===== src/rtl/i2c_target_regs_pkg.sv =====
`default_nettype none
// ============================================================================
// i2c_pkg : shared FSM state encoding and constants for the I2C target.
// Revision: 1.0
// ============================================================================
package i2c_pkg;

    typedef enum logic [2:0] {
        IDLE     = 3'd0,
        ADDR     = 3'd1,
        ADDR_ACK = 3'd2,
        WR_BYTE  = 3'd3,
        WR_ACK   = 3'd4,
        RD_BYTE  = 3'd5,
        RD_MACK  = 3'd6
    } state_t;

    localparam logic [6:0] GENERAL_CALL = 7'h00;

    // Register index width, never narrower than one bit.
    function automatic int addr_width(input int n_regs);
        return (n_regs <= 2) ? 1 : $clog2(n_regs);
    endfunction

endpackage
`default_nettype wire


===== src/rtl/i2c_target_regs_if.sv =====
`default_nettype none
// ============================================================================
// i2c_target_regs_if : I2C pin bundle (SCL, SDA in, SDA open-drain control).
// Revision: 1.0
// ============================================================================
interface i2c_target_regs_if;

    logic scl;
    logic sda_in;
    logic sda_oe;
    logic sda_out;

    modport master (
        output scl,
        output sda_in,
        input  sda_oe,
        input  sda_out
    );

    modport slave (
        input  scl,
        input  sda_in,
        output sda_oe,
        output sda_out
    );

endinterface
`default_nettype wire


===== src/rtl/i2c_target_regs_bus_cond.sv =====
`default_nettype none
// ============================================================================
// i2c_bus_cond : SCL/SDA synchroniser with edge and START/STOP detection.
// Revision: 1.0
// ============================================================================
module i2c_bus_cond (
    input  wire logic clk,
    input  wire logic rst_n,
    input  wire logic scl_i,
    input  wire logic sda_i,
    output logic      scl_rise_o,
    output logic      scl_fall_o,
    output logic      start_o,
    output logic      stop_o,
    output logic      sda_o
);

    logic [1:0] scl_sync_q;
    logic [1:0] sda_sync_q;
    logic       scl_hist_q;
    logic       sda_hist_q;
    logic       w_scl;
    logic       w_sda;

    // Reset to the idle-bus level so leaving reset never fakes an edge.
    always_ff @(posedge clk or negedge rst_n) begin
        if (!rst_n) begin
            scl_sync_q <= 2'b11;
            sda_sync_q <= 2'b11;
            scl_hist_q <= 1'b1;
            sda_hist_q <= 1'b1;
        end else begin
            scl_sync_q <= {scl_sync_q[0], scl_i};
            sda_sync_q <= {sda_sync_q[0], sda_i};
            scl_hist_q <= scl_sync_q[1];
            sda_hist_q <= sda_sync_q[1];
        end
    end

    assign w_scl = scl_sync_q[1];
    assign w_sda = sda_sync_q[1];

    assign scl_rise_o = w_scl & ~scl_hist_q;
    assign scl_fall_o = ~w_scl & scl_hist_q;
    assign start_o    = w_scl & scl_hist_q & sda_hist_q & ~w_sda;
    assign stop_o     = w_scl & scl_hist_q & ~sda_hist_q & w_sda;
    assign sda_o      = w_sda;

endmodule
`default_nettype wire


===== src/rtl/i2c_target_regs.sv =====
`default_nettype none
// ============================================================================
// i2c_target_regs : I2C target exposing an N_REGS-byte register window.
// Revision: 1.0
// ============================================================================
module i2c_target_regs
    import i2c_pkg::*;
#(
    parameter logic [6:0] I2C_ADDR = 7'h64,
    parameter int         N_REGS   = 4,
    localparam int        AW       = addr_width(N_REGS)
) (
    input  wire logic                  clk,
    input  wire logic                  rst_n,
    i2c_target_regs_if.slave           bus,
    input  wire logic [8*N_REGS-1:0]   rd_data_i,
    output logic                       wr_en_o,
    output logic [AW-1:0]              wr_addr_o,
    output logic [7:0]                 wr_data_o,
    output logic                       busy_o,
    output logic [2:0]                 i2c_state_o
);

    state_t        state_q;
    logic [3:0]    bitcnt_q;
    logic [7:0]    shreg_q;
    logic          rw_q;
    logic          first_q;
    logic          ack_hold_q;
    logic [AW-1:0] ptr_q;
    logic          sda_oe_q;
    logic          busy_q;
    logic          wr_en_q;
    logic [AW-1:0] wr_addr_q;
    logic [7:0]    wr_data_q;

    logic          w_scl_rise;
    logic          w_scl_fall;
    logic          w_start;
    logic          w_stop;
    logic          w_sda;
    logic [7:0]    w_byte;
    logic [7:0]    w_rd_cur;
    logic [7:0]    w_rd_adv;
    logic [AW-1:0] ptr_adv_d;
    logic          w_addr_match;
    logic          w_ptr_ok;

    i2c_bus_cond u_bus_cond (
        .clk        (clk),
        .rst_n      (rst_n),
        .scl_i      (bus.scl),
        .sda_i      (bus.sda_in),
        .scl_rise_o (w_scl_rise),
        .scl_fall_o (w_scl_fall),
        .start_o    (w_start),
        .stop_o     (w_stop),
        .sda_o      (w_sda)
    );

    // Byte as it will look once the bit sampled on this scl_rise is shifted in.
    assign w_byte       = {shreg_q[6:0], w_sda};
    assign ptr_adv_d    = (ptr_q == AW'(N_REGS - 1)) ? '0 : ptr_q + AW'(1);
    assign w_rd_cur     = rd_data_i[int'(ptr_q) * 8 +: 8];
    assign w_rd_adv     = rd_data_i[int'(ptr_adv_d) * 8 +: 8];
    assign w_addr_match = (w_byte[7:1] == I2C_ADDR) && (w_byte[7:1] != GENERAL_CALL);
    assign w_ptr_ok     = ({1'b0, w_byte} < 9'(N_REGS));

    always_ff @(posedge clk or negedge rst_n) begin
        if (!rst_n) begin
            state_q    <= IDLE;
            bitcnt_q   <= '0;
            shreg_q    <= '0;
            rw_q       <= 1'b0;
            first_q    <= 1'b0;
            ack_hold_q <= 1'b0;
            ptr_q      <= '0;
            sda_oe_q   <= 1'b0;
            busy_q     <= 1'b0;
            wr_en_q    <= 1'b0;
            wr_addr_q  <= '0;
            wr_data_q  <= '0;
        end else begin
            wr_en_q <= 1'b0;
            if (w_stop) begin
                state_q    <= IDLE;
                sda_oe_q   <= 1'b0;
                busy_q     <= 1'b0;
                ack_hold_q <= 1'b0;
            end else if (w_start) begin
                state_q    <= ADDR;
                bitcnt_q   <= '0;
                sda_oe_q   <= 1'b0;
                ack_hold_q <= 1'b0;
            end else begin
                unique case (state_q)
                    IDLE: begin
                    end

                    ADDR: begin
                        if (w_scl_rise) begin
                            shreg_q  <= w_byte;
                            bitcnt_q <= bitcnt_q + 4'd1;
                            if (bitcnt_q == 4'd7) begin
                                if (w_addr_match) begin
                                    state_q    <= ADDR_ACK;
                                    rw_q       <= w_byte[0];
                                    ack_hold_q <= 1'b0;
                                    busy_q     <= 1'b1;
                                end else begin
                                    state_q <= IDLE;
                                end
                            end
                        end
                    end

                    // First scl_fall pulls SDA for the ACK bit, second ends it.
                    ADDR_ACK, WR_ACK: begin
                        if (w_scl_fall) begin
                            if (!ack_hold_q) begin
                                sda_oe_q   <= 1'b1;
                                ack_hold_q <= 1'b1;
                            end else begin
                                ack_hold_q <= 1'b0;
                                bitcnt_q   <= '0;
                                if (state_q == ADDR_ACK && rw_q) begin
                                    shreg_q  <= w_rd_cur;
                                    sda_oe_q <= ~w_rd_cur[7];
                                    state_q  <= RD_BYTE;
                                end else begin
                                    sda_oe_q <= 1'b0;
                                    first_q  <= (state_q == ADDR_ACK);
                                    state_q  <= WR_BYTE;
                                end
                            end
                        end
                    end

                    WR_BYTE: begin
                        if (w_scl_rise) begin
                            shreg_q  <= w_byte;
                            bitcnt_q <= bitcnt_q + 4'd1;
                            if (bitcnt_q == 4'd7) begin
                                if (first_q && !w_ptr_ok) begin
                                    state_q <= IDLE;
                                    busy_q  <= 1'b0;
                                end else begin
                                    if (first_q) begin
                                        ptr_q <= w_byte[AW-1:0];
                                    end else begin
                                        wr_en_q   <= 1'b1;
                                        wr_addr_q <= ptr_q;
                                        wr_data_q <= w_byte;
                                        ptr_q     <= ptr_adv_d;
                                    end
                                    ack_hold_q <= 1'b0;
                                    state_q    <= WR_ACK;
                                end
                            end
                        end
                    end

                    RD_BYTE: begin
                        if (w_scl_rise) begin
                            shreg_q  <= {shreg_q[6:0], 1'b0};
                            bitcnt_q <= bitcnt_q + 4'd1;
                        end else if (w_scl_fall) begin
                            if (bitcnt_q == 4'd8) begin
                                sda_oe_q <= 1'b0;
                                state_q  <= RD_MACK;
                            end else begin
                                sda_oe_q <= ~shreg_q[7];
                            end
                        end
                    end

                    // Next byte is snapshotted here; its MSB goes out on the next fall.
                    RD_MACK: begin
                        if (w_scl_rise) begin
                            if (!w_sda) begin
                                ptr_q    <= ptr_adv_d;
                                shreg_q  <= w_rd_adv;
                                bitcnt_q <= '0;
                                state_q  <= RD_BYTE;
                            end else begin
                                state_q <= IDLE;
                                busy_q  <= 1'b0;
                            end
                        end
                    end

                    default: begin
                        state_q  <= IDLE;
                        sda_oe_q <= 1'b0;
                        busy_q   <= 1'b0;
                    end
                endcase
            end
        end
    end

    assign bus.sda_oe  = sda_oe_q;
    assign bus.sda_out = 1'b0;
    assign wr_en_o     = wr_en_q;
    assign wr_addr_o   = wr_addr_q;
    assign wr_data_o   = wr_data_q;
    assign busy_o      = busy_q;
    assign i2c_state_o = state_q;

endmodule
`default_nettype wire


===== src/flat_wrapper.sv =====
// flat-port wrapper written by rule: the top's interface ports become plain ports
module i2c_target_regs_flat import i2c_pkg::*;
#(
    parameter logic [6:0] I2C_ADDR = 7'h64,
    parameter int         N_REGS   = 4,
    localparam int        AW       = addr_width(N_REGS)
)
  (clk, rst_n, rd_data_i, wr_en_o, wr_addr_o, wr_data_o, busy_o, i2c_state_o, bus_scl, bus_sda_in, bus_sda_oe, bus_sda_out);
  i2c_target_regs_if bus_i ();
  input  wire logic clk;
  input  wire logic rst_n;
  input  wire logic [8*N_REGS-1:0] rd_data_i;
  output logic wr_en_o;
  output logic [AW-1:0] wr_addr_o;
  output logic [7:0] wr_data_o;
  output logic busy_o;
  output logic [2:0] i2c_state_o;
  input wire logic [$bits(bus_i.scl)-1:0] bus_scl;
  input wire logic [$bits(bus_i.sda_in)-1:0] bus_sda_in;
  output wire logic [$bits(bus_i.sda_oe)-1:0] bus_sda_oe;
  output wire logic [$bits(bus_i.sda_out)-1:0] bus_sda_out;
  assign bus_i.scl = bus_scl;
  assign bus_i.sda_in = bus_sda_in;
  assign bus_sda_oe = bus_i.sda_oe;
  assign bus_sda_out = bus_i.sda_out;
  i2c_target_regs #(.I2C_ADDR(I2C_ADDR), .N_REGS(N_REGS)) u_core (.clk(clk), .rst_n(rst_n), .bus(bus_i), .rd_data_i(rd_data_i), .wr_en_o(wr_en_o), .wr_addr_o(wr_addr_o), .wr_data_o(wr_data_o), .busy_o(busy_o), .i2c_state_o(i2c_state_o));
endmodule

===== config.mk =====
export PLATFORM = sky130hd
export DESIGN_NAME = i2c_target_regs_flat
export DESIGN_NICKNAME = d
export VERILOG_FILES = /design/src/rtl/i2c_target_regs_pkg.sv /design/src/rtl/i2c_target_regs_if.sv /design/src/rtl/i2c_target_regs_bus_cond.sv /design/src/rtl/i2c_target_regs.sv /design/src/flat_wrapper.sv
export SDC_FILE = /design/constraint.sdc
export NUM_CORES = 1
export LEC_CHECK = 0
export CORE_AREA = 5 5 105 58
export CTS_BUF_LIST = sky130_fd_sc_hd__clkbuf_2
export DETAILED_ROUTE_END_ITERATION = 10
export DIE_AREA = 0 0 110 63
export PLACE_DENSITY = 0.82
export SLEW_MARGIN = 0
export SYNTH_ARGS = -nofsm -noshare
export SYNTH_HDL_FRONTEND = slang
export SYNTH_SLANG_ARGS = --single-unit

===== constraint.sdc =====
create_clock -name clk -period 3.86 [get_ports clk]
set_input_delay 0.386 -clock clk [delete_from_list [all_inputs] [get_ports clk]]
set_output_delay 0.386 -clock clk [all_outputs]
set_load 0.02 [all_outputs]

* Word-level counts from Yosys, hierarchy flattened
Index checks and enable logic that the tools add are counted.
** Operators by class
- Bitwise logic cells :: 18
- Equality and inequality tests :: 49
- Multiply operators :: 0
- $lt $le $gt $ge :: 1
- Shift operators :: 2
- Reduce and logical (&&, ||, !) cells :: 25
- Divide/modulo/power cells :: 0
- Add/subtract/negate cells :: 2
- Multiplexer cells :: 78
** Operator list (number)
- $shiftx A32 B6 Y8 :: 2
- $mux W8 :: 7
- $mux W3 :: 15
- $mux W1 :: 35
- $pmux W8 S4 :: 1
- $ne A4 B4 Y1 const B :: 7
- $mux W4 :: 6
- $ne A3 B3 Y1 const B :: 8
- $ne A4 B3 Y1 const B :: 5
- $reduce_and A10 Y1 :: 2
- $pmux W3 S6 :: 1
- $mux W2 :: 8
- $reduce_and A8 Y1 :: 2
- $ne A3 B2 Y1 const B :: 5
- $reduce_and A7 Y1 :: 2
- $ne A2 B1 Y1 const B :: 6
- $ne A2 B2 Y1 const B :: 6
- $pmux W4 S3 :: 1
- $reduce_and A6 Y1 :: 2
- $not A1 Y1 :: 11
- $reduce_and A11 Y1 :: 1
- $eq A3 B3 Y1 const B :: 3
- $lt A8 B3 Y1 const B :: 1
- $reduce_bool A4 Y1 :: 2
- 23 further kinds :: 36
** Storage, ports and cells
- Memories kept :: 0
- Input port bits :: 36
- Bits in registers :: 39
- Output and inout bits :: 17
- Bits in latches :: 0
- Bits in writable memories :: 0
- Memory bits (read-only) :: 0

* Depth between registers and ports, before layout
- Depth in word-level cells :: 9
- Mapped depth :: 8
- Mapped depth without buffers :: 7

* By module
Synthesis repeated with hierarchy kept, for this count alone.
** Second synthesis, totals
- Cells, all modules :: 269
- Area, all modules :: 2741.4 µm²
** By module, submodules not included
- i2c_target_regs :: instances 1, cells an instance 259, area an instance 2551.2 µm²
- i2c_bus_cond :: instances 1, cells an instance 10, area an instance 190.2 µm²

* Worst setup path after synthesis
OpenSTA, ideal clock, no wires.
- Path kind :: register to register
- Start :: register u_core.u_bus_cond.scl_sync_q[1]
- End :: register u_core.shreg_q[0]
- Path slack :: 1.673 ns
- Cell stages (with the launch flop) :: 6
- Required time :: 3.735 ns
- Arrival time :: 2.062 ns
- Library setup time :: 0.125 ns
- Cell sequence :: dfstp_2 -> buf_2 -> nor2b_1 -> nand3_1 -> a2111oi_4 -> mux2_2
** Between the ends
- Word-level cells in the longest chain between the ends :: 5
** RTL lines
- start, declared :: line i2c_target_regs_bus_cond.sv:18 : logic [1:0] scl_sync_q;
- start signal, assigned :: line i2c_target_regs_bus_cond.sv:33 : scl_sync_q <= {scl_sync_q[0], scl_i};
- $and A1 B1 Y1 :: line i2c_target_regs_bus_cond.sv:45, i2c_target_regs_bus_cond.sv:46
- $and A1 B1 Y1, on equally long branches (2 in series) :: line i2c_target_regs_bus_cond.sv:46, i2c_target_regs_bus_cond.sv:45
- $not A1 Y1 (no line)
- $reduce_and A10 Y1 (no line) (*)
- end signal, assigned :: line i2c_target_regs.sv:102 : shreg_q <= w_byte;
- end signal, assigned :: line i2c_target_regs.sv:127 : shreg_q <= w_rd_cur;
- end signal, assigned :: line i2c_target_regs.sv:141 : shreg_q <= w_byte;
- end, declared :: line i2c_target_regs.sv:26 : logic [7:0] shreg_q;
Every way passes the cells marked *; elsewhere a longest branch is shown, timed or not.
A chain may end at the register's enable or synchronous reset.

* Worst setup path after layout
- Start :: register u_core.state_q[2], in the netlist u_core.i2c_state_o[2]
- End :: register u_core.shreg_q[0]
** Between the ends
- Word-level cells in the longest chain between the ends :: 4
** RTL lines
- start, declared :: line i2c_target_regs.sv:24 : state_t state_q;
- start signal, assigned :: line i2c_target_regs.sv:71 : state_q <= IDLE;
- start signal, assigned :: line i2c_target_regs.sv:86 : state_q <= IDLE;
- start signal, assigned :: line i2c_target_regs.sv:91 : state_q <= ADDR;
- $eq A3 B3 Y1, or another cell as far along :: line i2c_target_regs.sv:96 : unique case (state_q)
- $reduce_or A2 Y1, or another cell as far along :: line i2c_target_regs.sv:96
- $ne A2 B1 Y1 (no line), or another cell as far along
- $reduce_and A10 Y1 (no line)
Parallel ways exist; a longest one is shown, timed or not.

==> impl_metrics.tcl <==
set metrics [dict create \
    netlist_instances 253 \
    die_w_um 110 \
    drv_cap 0 \
    coreArea_mm2 0.00516 \
    reg2reg_from "u_core.i2c_state_o[2]" \
    drive_gt1_share_pct 20.4 \
    io_buffers 51 \
    pin_count 53 \
    fmax_mhz 363 \
    setup_viol 0 \
    drt-pass1-iter-count 5 \
    grt_pass1_wl_mm 11.7 \
    clock_skew_ns 0.0121 \
    wl_per_cell_um 19.5 \
    dieArea_mm2 0.00693 \
    synth-edff-count 0 \
    synth_warnings 0 \
    cts_tree "done" \
    required_ns 4.18 \
    gp_congestion 0.935 \
    slew_violations 0 \
    cts-root-buf "clkbuf_2" \
    holdCritPathClass "in2async" \
    rsz0062_at_grt "false" \
    end_kind "flop" \
    critPathKind "reg2reg" \
    initial_core_util_pct 51.6 \
    drcViolationCount 0 \
    grt_overflow 0 \
    grt.total_usage_pct 22.0 \
    antenna_found_initial 0 \
    cts_made_buffers 5 \
    vias 2347 \
    detail_route.vias_per_cell 6.31 \
    clkSlewWorstSetupHoldPaths_ns 0.21 \
    final_nets 337 \
    setup_ws_ns 1.11 \
    fp.dieH_um 63 \
    relSlewSlack_pct 39.4 \
    yosys_most_used_dff "dfrtp_1" \
    synthArstFlopShare_pct 100 \
    synthDistinctLibCells 57 \
    timing.critical_path.fanout_max 22 \
    wl_mm 7.25 \
    hold_buffers 0 \
    postRouteAntennaNets 0 \
    setup_tns_ns 0 \
    fin_crit_ns 2.75 \
    cts_resized 0 \
    ys_seq_area_share_pct 37.0 \
    finalHoldViolCount 0 \
    clk_latency_ns 0.40 \
    netlist_area_mm2 0.00266 \
    ir_worst_vdd_uv 205 \
    synth-seq-cells 39 \
    post-layout-total-power_mw 1.24 \
    grt_pass1_vias 2138 \
    rows 19 \
    period_share_pct 71.3 \
    grt_max_degree 40 \
    reg2reg_to "u_core.shreg_q[0]" \
    cts_num_sinks 39 \
    diodes 0 \
    drt-initial-drc-count 342 \
    place_ws_ns 1.14 \
    powerDensity_mw_per_mm2 377 \
    arrival_ns 3.07 \
    area_growth_pct 23.1 \
    reg2reg_slack_ns 1.11 \
    start_kind "flop" \
    p_leak_nw 1.34 \
    tightest_slew_ns 0.909 \
    clk_path_buf_depth 2 \
    syn_area_per_cell_um2 10.5 \
    dpl.hpwl_mm 5.58 \
    syn-num-nets 292 \
    rr_worst_depth 4 \
    ctsHtreeMaxLevel 2 \
    status "finished, final reports clean" \
    cts_setup_buffers 0 \
]
-- where the power goes --
part	total (mW)	internal, mW	leakage, nW	switching (mW)
combinational	0.388	0.201	0.792	0.187
sequential	0.601	0.472	0.506	0.129
clock	0.246	0.106	0.0404	0.140
total	1.24	0.780	1.34	0.455
-- layout make-up --
class | instances | area [µm²]
Tap cell | 73 | 91.3
Clock inverter | 3 | 38.8
Fill cell | 428 | 1880
Multi-Input combinational cell | 190 | 1580
Inverter | 8 | 30.0
Timing Repair Buffer | 54 | 528
Sequential cell | 39 | 983
Clock buffer | 5 | 25.0
-- logic make-up after synthesis --
kind of cell	Yosys count	synth area share, %
and+or+nand+nor	93	18.1
AOI/OAI and AO/OA	49	14.6
muxes	42	24.4
DFF	39	37.0
buffers and inverters	24	3.71
adders and majority gates	3	1.41
xor gates and xnor gates	2	0.658
other	1	0.141
-- per-layer routing --
layer	vias up	part of all wire, %	GRT usage [%]	wire (µm)
met4	0	1.5	4.51	106
met2	129	40	27.4	2930
li1	1057	-	-	-
met1	1145	48	36.7	3460
met5	-	0	0	0
met3	16	10	6.09	754
-- worst max-delay path, stage by stage (launching register included) --
cell and delay (ns):
dfrtp_1 0.81, xnor2_1 0.24, o32a_4 0.44, a2111oi_4 0.76
mux2_2 0.41
-- through the flow --
step                      hold WS (ns)  area, µm²  cells  utilization [%]
after global placement           0.346       3210    364             62.3
after global routing            0.0928       3280    372             63.5
final                           0.0587       3280    372             63.5
after CTS                       0.0885       3280    372             63.5
after floorplan                 0.0904       2660    253                -
after detailed placement         0.349       3210    364             62.3
-- worst max-delay path by stage --
| stage | startpoint | to | slack (ns) | cells after the start |
|---|---|---|---|---|
| 2_1_floorplan | u_core.u_bus_cond.scl_sync_q[1] | u_core.shreg_q[0] | 1.67 | 5 |
| 3_3_place_gp | u_core.ptr_q[0] | u_core.shreg_q[1] | 1.21 | 6 |
| 3_5_place_dp | u_core.ptr_q[0] | u_core.shreg_q[2] | 1.14 | 6 |
| 4_1_cts | u_core.ptr_q[0] | u_core.shreg_q[2] | 1.11 | 6 |
| 5_1_grt | u_core.ptr_q[0] | u_core.shreg_q[2] | 0.88 | 6 |
| 6_report | u_core.i2c_state_o[2] | u_core.shreg_q[0] | 1.11 | 4 |
-- flip-flops by register name (all words and copies together), names as in the netlist, 2 cells and up --
register,flops
u_core.bitcnt_q,4
u_core.i2c_state_o,3
u_core.ptr_q,2
u_core.shreg_q,8
u_core.u_bus_cond.scl_sync_q,2
u_core.u_bus_cond.sda_sync_q,2
u_core.wr_addr_o,2
u_core.wr_data_o,8
-- cells in the mapped netlist (all sizes together), types with 6 or more instances --
library cell | instances | area share (%)
dfrtp | 33 | 31
nand3 | 28 | 5.3
mux2 | 22 | 9.3
nand2 | 18 | 2.5
mux4 | 16 | 14
nor2 | 15 | 2.2
o21ai | 13 | 2.4
clkbuf | 9 | 1.3
inv | 8 | 1.1
nand2b | 8 | 2.2
a22oi | 7 | 2.0
buf | 7 | 1.3
dfstp | 6 | 5.9
nor2b | 6 | 1.4
-- cell usage in the layout, fill, tap and decap left out, types with 2 or more instances in the layout --
cell              n
inv_1             8
clkdlybuf4s50_1  50
mux4_2           16
or2_2             2
nand2_1          18
ha_1              3
or4_1             2
a211oi_1          2
nand3_1          28
dfstp_2           6
nand3b_1          3
dfrtp_1          33
clkbuf_2          5
a211o_1           2
nor3_1            3
or3_1             2
nand2b_1          7
nor2_1           14
nand4b_1          2
a31oi_1           2
mux2i_1           4
nor2b_1           6
o21ai_0          13
a22oi_1           7
buf_4             3
a21oi_1           4
mux2_2           21
Power figures use the tool's default switching activity.
